<file path="config.mk">
export PLATFORM = sky130hd
export DESIGN_NAME = trena_seq_serial
export DESIGN_NICKNAME = d
export VERILOG_FILES = /design/src/rtl/trena_pkg.sv /design/src/rtl/contador_m.sv /design/src/rtl/trena_seq_serial.sv
export SDC_FILE = /design/constraint.sdc
export NUM_CORES = 1
export LEC_CHECK = 0
export CORE_UTILIZATION = 45
export CTS_BUF_LIST = sky130_fd_sc_hd__clkbuf_4 sky130_fd_sc_hd__clkbuf_8 sky130_fd_sc_hd__clkbuf_16
export CTS_CLUSTER_SIZE = 24
export DETAILED_ROUTE_END_ITERATION = 10
export HOLD_SLACK_MARGIN = 0.15
export PLACE_DENSITY = 0.77
export SYNTH_ARGS = -nofsm -noshare
export SYNTH_HDL_FRONTEND = slang
export SYNTH_SLANG_ARGS = --single-unit
</file>
<file path="constraint.sdc">
create_clock -name clock -period 2.4 [get_ports clock]
set_input_delay 0.24 -clock clock [delete_from_list [all_inputs] [get_ports clock]]
set_output_delay 0.24 -clock clock [all_outputs]
set_load 0.005 [all_outputs]
</file>
<file path="src/rtl/trena_pkg.sv">
// trena_pkg: shared definitions for the trena measurement sequencer.
// State codes, ASCII constants and the shared counter width helper.
package trena_pkg;

  typedef logic [3:0] estado_t;

  localparam estado_t ST_INICIAL        = 4'h0;
  localparam estado_t ST_DISPARA        = 4'h1;
  localparam estado_t ST_AGUARDA_MEDIDA = 4'h2;
  localparam estado_t ST_TRANSMITE      = 4'h3;
  localparam estado_t ST_ESPERA_TX      = 4'h4;
  localparam estado_t ST_FIM            = 4'h5;
  localparam estado_t ST_ESPERA_PERIODO = 4'h6;
  localparam estado_t ST_TIMEOUT        = 4'hF;

  localparam logic [2:0] ASCII_DIGITO_PREFIXO = 3'b011;
  localparam logic [6:0] ASCII_HASH           = 7'h23;
  localparam logic [6:0] ASCII_MENOS          = 7'h2D;

  // Width of the shared counter: must hold the larger of the two limits.
  function automatic int largura_contador(input int timeout_ciclos, input int periodo_ciclos);
    int maior;
    maior = (timeout_ciclos > periodo_ciclos) ? timeout_ciclos : periodo_ciclos;
    return $clog2(maior + 1);
  endfunction

endpackage

</file>
<file path="src/rtl/contador_m.sv">
// contador_m: generic up counter with synchronous clear (clear wins over count).
module contador_m #(
  parameter int W = 8
) (
  input  logic         i_clock,
  input  logic         i_zera,
  input  logic         i_conta,
  output logic [W-1:0] o_q
);

  logic [W-1:0] r_q;

  // Clear has priority; otherwise count when enabled.
  always_ff @(posedge i_clock) begin
    if (i_zera) begin
      r_q <= '0;
    end else if (i_conta) begin
      r_q <= r_q + W'(1);
    end
  end

  assign o_q = r_q;

endmodule

</file>
<file path="src/rtl/trena_seq_serial.sv">
// trena_seq_serial: measurement sequencer between the HC-SR04 interface and
// the serial transmitter. Triggers a measurement, latches the BCD result and
// streams it MSB-first as ASCII plus a terminator; single-shot or periodic.
// Optional build macro TRENA_QUADRO_ERRO_EN: after a sensor timeout, send an
// error frame of '-' characters plus the terminator, then pulse pronto.
//
// Handshakes: every control signal here is a one-cycle pulse. sensor_medir and
// tx_partida are issued for exactly one cycle; medida_pronto is accepted only
// in AGUARDA_MEDIDA and tx_pronto only in ESPERA_TX, anything else is ignored.
// tx_pronto is registered before use, so it starts the next character two
// cycles after it arrives.
module trena_seq_serial
  import trena_pkg::*;
#(
  parameter int         N_DIGITOS      = 3,
  parameter logic [6:0] TERMINADOR     = ASCII_HASH,
  parameter int         TIMEOUT_CICLOS = 50000000,
  parameter int         PERIODO_CICLOS = 50000000
) (
  input  logic                   clock,
  input  logic                   reset,
  input  logic                   medir,
  input  logic                   continuo,
  input  logic [4*N_DIGITOS-1:0] medida_bcd,
  input  logic                   medida_pronto,
  input  logic                   tx_pronto,
  output logic                   sensor_medir,
  output logic                   tx_partida,
  output logic [6:0]             tx_dados,
  output logic                   pronto,
  output logic                   timeout,
  output logic                   ocupado,
  output logic [3:0]             db_estado
);

  localparam int              W_CONT       = largura_contador(TIMEOUT_CICLOS, PERIODO_CICLOS);
  localparam logic [W_CONT-1:0] CONT_TIMEOUT = W_CONT'(TIMEOUT_CICLOS - 1);
  localparam logic [W_CONT-1:0] CONT_PERIODO = W_CONT'(PERIODO_CICLOS - 1);
  localparam logic [3:0]      IDX_FIM      = 4'(N_DIGITOS);

  estado_t                r_estado;
  estado_t                w_prox;
  logic [3:0]             r_idx;
  logic [4*N_DIGITOS-1:0] r_medida;
  logic                   r_quadro_erro;
  logic                   r_tx_pronto;
  logic [W_CONT-1:0]      w_contagem;
  logic                   w_zera;
  logic                   w_conta;
  logic [3:0]             w_digito;
  logic [6:0]             w_caractere;

  // One counter serves both the sensor timeout and the inter-frame period;
  // it is cleared on every entry into a waiting state so it never wraps.
  assign w_zera  = reset || (r_estado == ST_DISPARA) || (r_estado == ST_FIM) ||
                   (r_estado == ST_TIMEOUT);
  assign w_conta = (r_estado == ST_AGUARDA_MEDIDA) || (r_estado == ST_ESPERA_PERIODO);

  contador_m #(.W(W_CONT)) u_contador (
    .i_clock (clock),
    .i_zera  (w_zera),
    .i_conta (w_conta),
    .o_q     (w_contagem)
  );

  // Next-state logic; a measurement arriving on the timeout cycle wins.
  always_comb begin
    w_prox = r_estado;
    case (r_estado)
      ST_INICIAL:        if (medir) w_prox = ST_DISPARA;
      ST_DISPARA:        w_prox = ST_AGUARDA_MEDIDA;
      ST_AGUARDA_MEDIDA: begin
        if (medida_pronto)                  w_prox = ST_TRANSMITE;
        else if (w_contagem == CONT_TIMEOUT) w_prox = ST_TIMEOUT;
      end
      ST_TRANSMITE:      w_prox = ST_ESPERA_TX;
      ST_ESPERA_TX: begin
        if (r_tx_pronto) w_prox = (r_idx == IDX_FIM) ? ST_FIM : ST_TRANSMITE;
      end
      ST_FIM:            w_prox = continuo ? ST_ESPERA_PERIODO : ST_INICIAL;
`ifdef TRENA_QUADRO_ERRO_EN
      ST_TIMEOUT:        w_prox = ST_TRANSMITE;
`else
      ST_TIMEOUT:        w_prox = continuo ? ST_ESPERA_PERIODO : ST_INICIAL;
`endif
      ST_ESPERA_PERIODO: begin
        if (!continuo)                       w_prox = ST_INICIAL;
        else if (w_contagem == CONT_PERIODO) w_prox = ST_DISPARA;
      end
      default:           w_prox = ST_INICIAL;
    endcase
  end

  // State register and registered tx_pronto (only meaningful in ESPERA_TX).
  always_ff @(posedge clock) begin
    if (reset) begin
      r_estado    <= ST_INICIAL;
      r_tx_pronto <= 1'b0;
    end else begin
      r_estado    <= w_prox;
      r_tx_pronto <= tx_pronto && (r_estado == ST_ESPERA_TX);
    end
  end

  // Result latch and character index for the frame being sent.
  always_ff @(posedge clock) begin
    if (reset) begin
      r_medida      <= '0;
      r_idx         <= '0;
      r_quadro_erro <= 1'b0;
    end else begin
      if ((r_estado == ST_AGUARDA_MEDIDA) && medida_pronto) begin
        r_medida      <= medida_bcd;
        r_idx         <= '0;
        r_quadro_erro <= 1'b0;
      end
`ifdef TRENA_QUADRO_ERRO_EN
      if (r_estado == ST_TIMEOUT) begin
        r_idx         <= '0;
        r_quadro_erro <= 1'b1;
      end
`endif
      if ((r_estado == ST_ESPERA_TX) && r_tx_pronto && (r_idx != IDX_FIM)) begin
        r_idx <= r_idx + 4'd1;
      end
    end
  end

  // Character mux: digits MSB-first, then the terminator; zero when idle.
  always_comb begin
    w_digito = '0;
    for (int k = 0; k < N_DIGITOS; k++) begin
      if (r_idx == 4'(k)) w_digito = r_medida[4*(N_DIGITOS-1-k) +: 4];
    end
    w_caractere = TERMINADOR;
    if (r_idx < IDX_FIM) begin
      w_caractere = r_quadro_erro ? ASCII_MENOS : {ASCII_DIGITO_PREFIXO, w_digito};
    end
    tx_dados = '0;
    if ((r_estado == ST_TRANSMITE) || (r_estado == ST_ESPERA_TX)) tx_dados = w_caractere;
  end

  assign sensor_medir = (r_estado == ST_DISPARA);
  assign tx_partida   = (r_estado == ST_TRANSMITE);
  assign pronto       = (r_estado == ST_FIM);
  assign timeout      = (r_estado == ST_TIMEOUT);
  assign ocupado      = (r_estado != ST_INICIAL);
  assign db_estado    = r_estado;

endmodule

</file>
==> results of run 1 <==
[through the flow]
step	total power (W)	hold WS (ns)	utilization	setup WS, ns	instances
after floorplan	0.001034	0.3760	-	0.6170	306
after global placement	0.001149	0.4451	0.5474	0.4071	399
after detailed placement	0.001158	0.4504	0.5474	0.3695	399
after CTS	0.001678	0.4614	0.5675	0.04144	407
after global routing	0.001752	0.4795	0.5716	0.01204	408
final	0.001667	0.4604	0.5716	0.1091	408
[synth_stat cells (2+ instances only)]
cell type | count | area share
a21o_1 | 2 | 0.0061
a21oi_1 | 27 | 0.055
a31oi_1 | 2 | 0.0051
and3_1 | 6 | 0.015
and4_1 | 3 | 0.011
and4_4 | 2 | 0.0092
buf_2 | 6 | 0.012
buf_4 | 3 | 0.0092
clkbuf_1 | 7 | 0.011
dfxtp_1 | 47 | 0.38
ha_1 | 5 | 0.026
inv_1 | 8 | 0.012
mux2i_1 | 2 | 0.0082
nand2_1 | 44 | 0.067
nand2b_1 | 4 | 0.010
nand3_1 | 13 | 0.027
nand3b_1 | 5 | 0.015
nand4_1 | 6 | 0.015
nor2_1 | 39 | 0.060
nor2b_1 | 3 | 0.0077
nor3_1 | 7 | 0.014
nor4_1 | 5 | 0.013
nor4b_1 | 2 | 0.0072
o21a_1 | 2 | 0.0061
o21ai_0 | 7 | 0.014
or3_1 | 6 | 0.015
xnor2_1 | 16 | 0.057
xor2_1 | 6 | 0.021
[critical path, delay by kind of cell (launching register included)]
kind | cells | cell delay [ns]
AO/OA/AOI/OAI | 1 | 0.19
AND/OR/NAND/NOR | 3 | 0.72
flip-flops | 1 | 0.35
buffers and inverters | 1 | 0.50
[layout by cell type (no fill, tap or decap), drive strengths merged, types with 7 or more instances in the layout]
cell,n
dfxtp,47
clkbuf,8
buf,8
nor3,7
xnor2,16
nand4,7
nand2,45
clkdlybuf4s50,31
a21oi,28
nor2,39
o21ai,7
nand3,14
inv,8
[power by group]
part           switching (W)  internal [W]  leakage, nW
sequential         0.0000153      0.000802        0.381
clock               0.000248      0.000274       0.0549
combinational       0.000163      0.000163        0.572
[area by class of cell]
| type | instances | area (µm²) |
|---|---|---|
| fill | 453 | 2216 |
| multi-input combinational | 235 | 1408 |
| sequential | 47 | 944.7 |
| timing repair buffer | 40 | 382.9 |
| clock buffer | 8 | 103.9 |
| tap | 70 | 87.58 |
| inverter | 8 | 30.03 |
[cell families (layout without fill, tap and decap cells)]
group,after synthesis,in the layout,share of synthesized area
other,1,1,0.001531
muxes,3,3,0.01277
xor gates and xnor gates,22,22,0.07865
buffers and inverters,24,56,0.04444
and+or+nand+nor,156,156,0.3366
AOI/OAI and AO/OA,48,48,0.1164
adders and majority gates,5,5,0.02554
DFF,47,47,0.3841
[registers in the layout (all words and copies together) (netlist names)]
name            cells
r_medida           12
r_tx_pronto         1
db_estado           4
r_idx               4
u_contador.o_q     26
[layer usage]
metal	wire length (µm)	global-route usage	vias up
li1	-	-	1116
met1	2387	0.2089	1005
met2	2516	0.3284	40
met3	188	0.04365	8
met4	69	0.06584	0
met5	0	0	-
[worst min path at each step]
stage | endpoint | slack, ns | from
3_3_place_gp | r_medida[1]$_SDFFE_PP0P_ | 0.45 | r_medida[1]$_SDFFE_PP0P_
3_5_place_dp | r_medida[2]$_SDFFE_PP0P_ | 0.45 | r_medida[2]$_SDFFE_PP0P_
2_1_floorplan | r_medida[0]$_SDFFE_PP0P_ | 0.38 | medida_bcd[0]
4_1_cts | r_medida[2]$_SDFFE_PP0P_ | 0.46 | r_medida[2]$_SDFFE_PP0P_
6_report | r_medida[1]$_SDFFE_PP0P_ | 0.46 | r_medida[1]$_SDFFE_PP0P_
5_1_grt | r_medida[2]$_SDFFE_PP0P_ | 0.48 | r_medida[2]$_SDFFE_PP0P_
[what timing repair did]
item | CTS | global route
resized for setup | 0 | 5
setup buffers | 0 | 1
setup endpoints to repair | 0 | 5
==> key figures, run 1 <==
Outcome
  • Status: complete, no violations

Floorplan
  • Die Y-Extent: ~76 µm
  • Initial core utilization: 0.4736
  • Core region area: 5172 µm²
  • Cell Rows: 26
  • IO Pins: 34
  • Die W: roughly 76 µm
  • Die area: between 5000 and 6000 µm²

Critical path
  • CP max stage delay: about 0.5 ns
  • R2R setup slack: 0.41 ns
  • Worst setup path endpoint: tx_dados[3]
  • Worst path cell trace: or3b_2 -> a21oi_4 -> nand3b_1 -> nor2_1 -> clkdlybuf4s50_1
  • CP startpoint kind: flip-flop
  • CP arrival: 2.05 ns
  • R2r startpoint: db_estado[0]$_SDFFE_PP0P_
  • FF-to-FF End: u_contador.o_q[25]$_SDFFE_PP0P_
  • Worst R2R Path Depth: 6
  • Setup crit start: db_estado[1]$_SDFFE_PP0P_
  • CP max FO: 5
  • WS Path Type: flip-flop to output port
  • CP endpoint kind: output port
  • Critical Path RT: 2.16 ns
  • Slowest-stage cell, CP: clkdlybuf4s50_1

Global routing
  • Vias in the first global route: roughly 1900
  • Gr usage total: 0.1824
  • Global-route wire length before repair: approximately 8.0 mm
  • Antenna violations before repair: 0
  • Grt ovf: 0
  • Largest net degree at the start of global routing: 27

Synthesis
  • Syn Std Cell Area: about 2400 µm²
  • Sequential fraction of the synthesis area: 0.3841
  • Most used DFF post-synth: dfxtp_1
  • Count of cell types in the netlist: 49
  • Gate Count Post-Synth: between 300 and 400
  • Avg Inst Size Synth: between 8 and 9 µm²
  • Syn nets: about 330
  • Number of synthesized flops with an enable pin: 0
  • Share of synthesized registers carrying an async set or reset: 0
  • Synth Register Bits: 47
  • Yosys Warn Count: 0

Clocking
  • Clock Path Buffers: 2
  • Sink Count: 47
  • # H-tree levels: 2
  • Cell at the root of the clock tree: clkbuf_8
  • Worst-Skew Late Latency: 0.29 ns
  • Worst-path clk slew: 0.08 ns
  • CTS tree: yes
  • CTS buffer count: 5
  • CTS Hold Bufs: 0

Detailed routing
  • Vias after detailed routing: 2169
  • Post-route DRC: 0
  • Pre-antenna DRT Iters: 4
  • Vias per cell: 5.316
  • 1st-iter DRT viols: between 150 and 200
  • Routed Antenna Nets: 0
  • WL/cell: between 10 and 15 µm
  • Final wirelength: around 5.2 mm

Place
  • GPL Wtd Cong: 0.8377
  • I/O Buffers: 32
  • Post-DP Area: approximately 2800 µm²
  • Final HPWL DP: 3.659 mm

Layout
  • Cell area after layout: approximately 3000 µm²
  • Layout Area Growth over Synthesis: 20.68%
  • # nets final: 360
  • Antenna cells: 0
  • Share of cells above drive strength 1: 0.09172

Timing
  • Setup TNS: 0 ns
  • Final Setup Violations: 0
  • Min Tclk post-route: 2.291 ns
  • Fmax: 436.5 MHz
  • Worst Tran Pin Value: between 0.5 and 0.6 ns
  • Final Max Slew Viols: 0
  • Worst clock skew: just over 0.006 ns
  • Max transition margin: 0.6460
  • Unrepaired setup endpoints after global routing: no
  • Final hold vios: 0
  • Final worst path period share: 0.9545

Power
  • PD cells: 563.7 nW/µm²
  • VDD IR-drop max: between 0.3 and 0.4 mV
  • Lkg Pwr: a little over 1 nW

Run
  • Max-cap violation count: 0

Worst hold path
  • HP Class: flip-flop to flip-flop
  • Hold Path Cell Cnt: 2
Power figures use the tool's default switching activity.
==> run 2: changes to the inputs <==
--- a/config.mk
+++ b/config.mk
@@ -5,12 +5,15 @@
 export SDC_FILE = /design/constraint.sdc
 export NUM_CORES = 1
 export LEC_CHECK = 0
+export CORE_ASPECT_RATIO = 0.6
 export CORE_UTILIZATION = 45
 export CTS_BUF_LIST = sky130_fd_sc_hd__clkbuf_4 sky130_fd_sc_hd__clkbuf_8 sky130_fd_sc_hd__clkbuf_16
 export CTS_CLUSTER_SIZE = 24
 export DETAILED_ROUTE_END_ITERATION = 10
 export HOLD_SLACK_MARGIN = 0.15
+export MAX_ROUTING_LAYER = met4
 export PLACE_DENSITY = 0.77
+export SKIP_CTS_REPAIR_TIMING = 1
 export SYNTH_ARGS = -nofsm -noshare
 export SYNTH_HDL_FRONTEND = slang
 export SYNTH_SLANG_ARGS = --single-unit
==> key figures, run 2 (synthesis gave the netlist of run 1 again) <==
Detailed routing
  • WL/cell: between 10 and 15 µm
  • Vias per cell: between 5 and 6
  • 1st-iter DRT viols: around 150
  • Vias after detailed routing: approximately 2200
  • Final wirelength: roughly 5.7 mm
  • Routed Antenna Nets: 0
  • Post-route DRC: 0
  • Pre-antenna DRT Iters: 5

Clocking
  • CTS buffer count: 5
  • Clock Path Buffers: 2
  • Worst-path clk slew: 0.09 ns
  • Sink Count: 47
  • Cell at the root of the clock tree: clkbuf_8
  • # H-tree levels: 2
  • CTS tree: yes
  • Worst-Skew Late Latency: around 0.30 ns

Timing
  • Final Setup Violations: 0
  • Final hold vios: 0
  • Final Max Slew Viols: 0
  • Hold WS: 0.4641 ns
  • Worst Tran Pin Value: between 0.6 and 0.7 ns
  • Min Tclk post-route: between 2 and 2.5 ns
  • Setup TNS: 0 ns
  • Max transition margin: 0.5444
  • Unrepaired setup endpoints after global routing: no
  • Final worst path period share: 0.9672
  • Worst clock skew: a little under 0.005 ns
  • Fmax: roughly 430 MHz

Critical path
  • WS Path Type: flip-flop to output port
  • Critical Path RT: 2.16 ns
  • CP max FO: 3
  • Worst path cell trace: or3b_2 -> a21oi_4 -> nand3b_1 -> nor2_1 -> clkdlybuf4s50_1
  • CP max stage delay: 0.50 ns
  • WP buf/inv: 1
  • CP delay by family, top: simple AND/OR/NAND/NOR gates
  • CP arrival: about 2.1 ns
  • CP startpoint kind: flip-flop
  • CP endpoint kind: output port
  • Slowest-stage cell, CP: or3b_2

Power
  • Sequential Power Share: 0.500
  • Switch share: 0.2841
  • Lkg Pwr: between 0.9 and 1 nW
  • VDD IR-drop max: about 0.27 mV
  • Internal power: 0.001172 W
  • PD cells: approximately 560 nW/µm²
  • Clock share of power: 0.294
  • Psw: between 0.0004 and 0.0005 W
  • Combinational cell fraction of total power: 0.206
  • Tot Pwr: about 0.0016 W

Layout
  • Max reg flops: 26
  • Layout Area Growth over Synthesis: 20.22%
  • Share of cells above drive strength 1: 0.09440
  • Antenna cells: 0
  • Commonest non-fill, non-tap cells in the layout: dfxtp_1, nand2_1, nor2_1
  • # nets final: around 360
  • Commonest non-fill, non-tap cell in the layout: dfxtp_1

Run
  • Max-cap violation count: 0

Global routing
  • Gr usage total: 0.2124
  • Grt ovf: 0
  • Antenna violations before repair: 0
  • Largest net degree at the start of global routing: 27
  • Global-route wire length before repair: 9.259 mm
  • Vias in the first global route: between 1500 and 2000

Floorplan
  • Die Y-Extent: between 50 and 60 µm
  • Die area: around 5800 µm²
  • Die W: about 97 µm
  • Cell Rows: 20
  • Core region area: between 5000 and 6000 µm²
  • IO Pins: 34
  • Initial core utilization: 0.4752

Place
  • GPL Wtd Cong: around 0.87
  • Final HPWL DP: 4.062 mm
  • I/O Buffers: 32

Worst hold path
  • HP Class: flip-flop to flip-flop

Outcome
  • Status: complete, no violations
-- run 2: cell count changes in the layout (fill, tap and decap cells not counted), sizes merged --
cell,delta
buf,+1
clkbuf,-3
clkinv,+1
clkinvlp,+2
-- run 2: path summary, 6_finish.rpt --
path	depth (start not counted)	from	slack [ns]	to
worst max-delay path	5	db_estado[0]$_SDFFE_PP0P_	0.08	tx_dados[2]
worst min-delay path	2	r_medida[9]$_SDFFE_PP0P_	0.46	r_medida[9]$_SDFFE_PP0P_
worst max register to register	6	u_contador.o_q[0]$_SDFFE_PP0P_	0.40	db_estado[0]$_SDFFE_PP0P_
worst min register to register	2	r_medida[9]$_SDFFE_PP0P_	0.46	r_medida[9]$_SDFFE_PP0P_
-- run 2: final cells by class --
cell class | instances | area, µm²
clock buffer | 5 | 68.82
clock inverter | 3 | 20.02
tap | 66 | 82.58
fill | 455 | 2210
inverter | 8 | 30.03
sequential | 47 | 943.4
multi-input combinational | 235 | 1410
timing repair buffer | 41 | 390.4
-- run 2: tightest hold or removal path, stage by stage, from the launching register on --
cell	delay, ns
dfxtp_1	0.32
nand2_1	0.05
a21oi_1	0.05
-- run 2: metal layers --
metal | up-vias | share of wire | track usage
met4 | 0 | 0.0092 | 0.06092
li1 | 1122 | - | -
met5 | - | 0 | -
met3 | 6 | 0.060 | 0.04481
met1 | 1040 | 0.53 | 0.3183
met2 | 59 | 0.40 | 0.2817
-- run 2: per-stage QoR --
stage            util  std cells  cell area (µm²)  worst slack (ns)
2_1_floorplan       -        306             2450            0.6170
3_3_place_gp   0.5483        395             2826            0.4321
3_5_place_dp   0.5483        395             2826            0.3050
4_1_cts        0.5655        403             2915          -0.03508
5_1_grt        0.5714        405             2945          0.003055
6_report       0.5714        405             2945           0.07875
-- run 2: power groups by stage --
| stage | Clock [W] | Combinational (W) | Sequential (W) |
|---|---|---|---|
| finish | 0.000480 | 0.000338 | 0.000818 |
| floorplan | 0 | 0.000198 | 0.000836 |
| detailed placement | 0 | 0.000327 | 0.000835 |
| CTS | 0.000491 | 0.000329 | 0.000817 |
| global placement | 0 | 0.000318 | 0.000835 |
| global route | 0.000534 | 0.000371 | 0.000821 |
==> run 3: changes to the inputs <==
--- a/config.mk
+++ b/config.mk
@@ -10,9 +10,9 @@
 export CTS_BUF_LIST = sky130_fd_sc_hd__clkbuf_4 sky130_fd_sc_hd__clkbuf_8 sky130_fd_sc_hd__clkbuf_16
 export CTS_CLUSTER_SIZE = 24
 export DETAILED_ROUTE_END_ITERATION = 10
-export HOLD_SLACK_MARGIN = 0.15
 export MAX_ROUTING_LAYER = met4
 export PLACE_DENSITY = 0.77
+export SETUP_SLACK_MARGIN = 0.1
 export SKIP_CTS_REPAIR_TIMING = 1
 export SYNTH_ARGS = -nofsm -noshare
 export SYNTH_HDL_FRONTEND = slang
==> key figures, run 3 (synthesis gave the netlist of run 1 again) <==
Global routing
  • Gr usage total: 0.2124
  • Antenna violations before repair: 0
  • Global-route wire length before repair: 9.259 mm
  • Grt ovf: 0
  • Largest net degree at the start of global routing: 27
  • Vias in the first global route: between 1500 and 2000

Critical path
  • WS Path Type: flip-flop to output port
  • CP startpoint kind: flip-flop
  • CP delay by family, top: buffers and inverters
  • Most frequent CP cell: nand3b_1
  • CP arrival: 2.05 ns
  • Worst path cell trace: buf_4 -> nand3b_1 -> a21oi_4 -> nand3b_1 -> nor2_1 -> clkdlybuf4s50_1
  • CP max stage delay: about 0.50 ns
  • CP max FO: 16
  • Slowest-stage cell, CP: clkdlybuf4s50_1
  • WP buf/inv: 2
  • Critical Path RT: about 2.2 ns
  • CP endpoint kind: output port

Timing
  • Fmax: between 400 and 500 MHz
  • Unrepaired setup endpoints after global routing: yes
  • Final hold vios: 0
  • Min Tclk post-route: approximately 2.3 ns
  • Worst clock skew: about 0.0048 ns
  • Final Setup Violations: 0
  • Final worst path period share: 0.9557
  • Final Max Slew Viols: 0
  • Max transition margin: 0.5375
  • Worst Tran Pin Value: 0.6928 ns

Detailed routing
  • Met3 wire length: roughly 320 µm
  • Vias after detailed routing: ~2200
  • Vias per cell: approximately 5.5
  • Routed Antenna Nets: 0
  • 1st-iter DRT viols: 130
  • Met2 routed WL: roughly 2.3 mm
  • Top Metal Used: met4
  • Final wirelength: between 5 and 6 mm
  • Post-route DRC: 0
  • Met1 wire length: approximately 3.0 mm
  • Pre-antenna DRT Iters: 4
  • WL/cell: ~14 µm

Place
  • Dpl cells: between 300 and 400
  • I/O Buffers: 32
  • Final HPWL DP: approximately 4.1 mm
  • GPL Wtd Cong: approximately 0.87

Floorplan
  • IO Pins: 34
  • Die Y-Extent: between 50 and 60 µm
  • Die W: between 90 and 100 µm
  • Cell Rows: 20
  • Initial core utilization: 0.4752
  • Core region area: 5155 µm²
  • Die area: around 5800 µm²

Clocking
  • Cell at the root of the clock tree: clkbuf_8
  • Worst-Skew Late Latency: between 0.3 and 0.4 ns
  • Clock Path Buffers: 2
  • Sink Count: 47
  • # H-tree levels: 2
  • Worst-path clk slew: ~0.090 ns
  • CTS buffer count: 5
  • CTS tree: yes

Layout
  • Register area: approximately 950 µm²
  • Share of cells above drive strength 1: 0.09735
  • # fillers: between 400 and 500
  • Layout Area Growth over Synthesis: 20.84%
  • Commonest non-fill, non-tap cells in the layout: dfxtp_1, nand2_1, nor2_1
  • Max reg flops: 26
  • Commonest non-fill, non-tap cell in the layout: dfxtp_1
  • # nets final: about 360
  • Antenna cells: 0
  • Non-Filler Instances: a little over 400
  • Area of the multi-input gates: approximately 1400 µm²

Power
  • Tot Pwr: about 0.0016 W
  • Lkg Pwr: roughly 1 nW
  • PD cells: 556.1 nW/µm²
  • VDD IR-drop max: approximately 0.27 mV

Run
  • Max-cap violation count: 0

Worst hold path
  • HP Class: flip-flop to flip-flop

Outcome
  • Status: complete, no violations
==> run 3: worst reg2reg max path: stages (launching register included) <==
cell      delay [ns]
dfxtp_1         0.37
ha_1            0.26
and4_1          0.25
and4_1          0.20
a31oi_1         0.11
or3_1           0.43
a311oi_2        0.28
==> run 3: worst paths after layout <==
kind         cells after the start                           start                        end  slack (ns)
min reg2reg                      2        r_medida[4]$_SDFFE_PP0P_   r_medida[4]$_SDFFE_PP0P_        0.47
max                              6       db_estado[0]$_SDFFE_PP0P_                tx_dados[2]        0.11
min                              2        r_medida[4]$_SDFFE_PP0P_   r_medida[4]$_SDFFE_PP0P_        0.47
max reg2reg                      6  u_contador.o_q[0]$_SDFFE_PP0P_  db_estado[0]$_SDFFE_PP0P_        0.39
==> run 3: layer usage <==
metal / global-route usage / up-vias
li1: - / 1125
met1: 0.3183 / 1047
met2: 0.2817 / 58
met3: 0.04481 / 6
met4: 0.06092 / 0
met5: - / -
==> run 3: per-stage QoR <==
step	util	setup slack, ns	setup TNS (ns)	area [µm²]	hold slack, ns
4_1_cts	0.5655	-0.03508	-0.03508	2915	0.4628
6_report	0.5743	0.1063	0	2960	0.4657
3_5_place_dp	0.5483	0.3050	0	2826	0.4496
3_3_place_gp	0.5483	0.4321	0	2826	0.4465
5_1_grt	0.5743	0.01565	0	2960	0.4843
2_1_floorplan	-	0.6170	0	2450	0.3760
==> run 3: power by group <==
group | total, W | switching (W) | internal, W
sequential | 0.000820 | 0.0000190 | 0.000801
clock | 0.000482 | 0.000279 | 0.000203
combinational | 0.000344 | 0.000173 | 0.000171
==> run 3: layout make-up <==
class	count	share of cell area
Multi-Input combinational cell	235	0.4780
Sequential cell	47	0.3195
Timing Repair Buffer	41	0.1344
Tap cell	66	0.02790
Clock buffer	5	0.02325
Inverter	8	0.01014
Clock inverter	3	0.006762
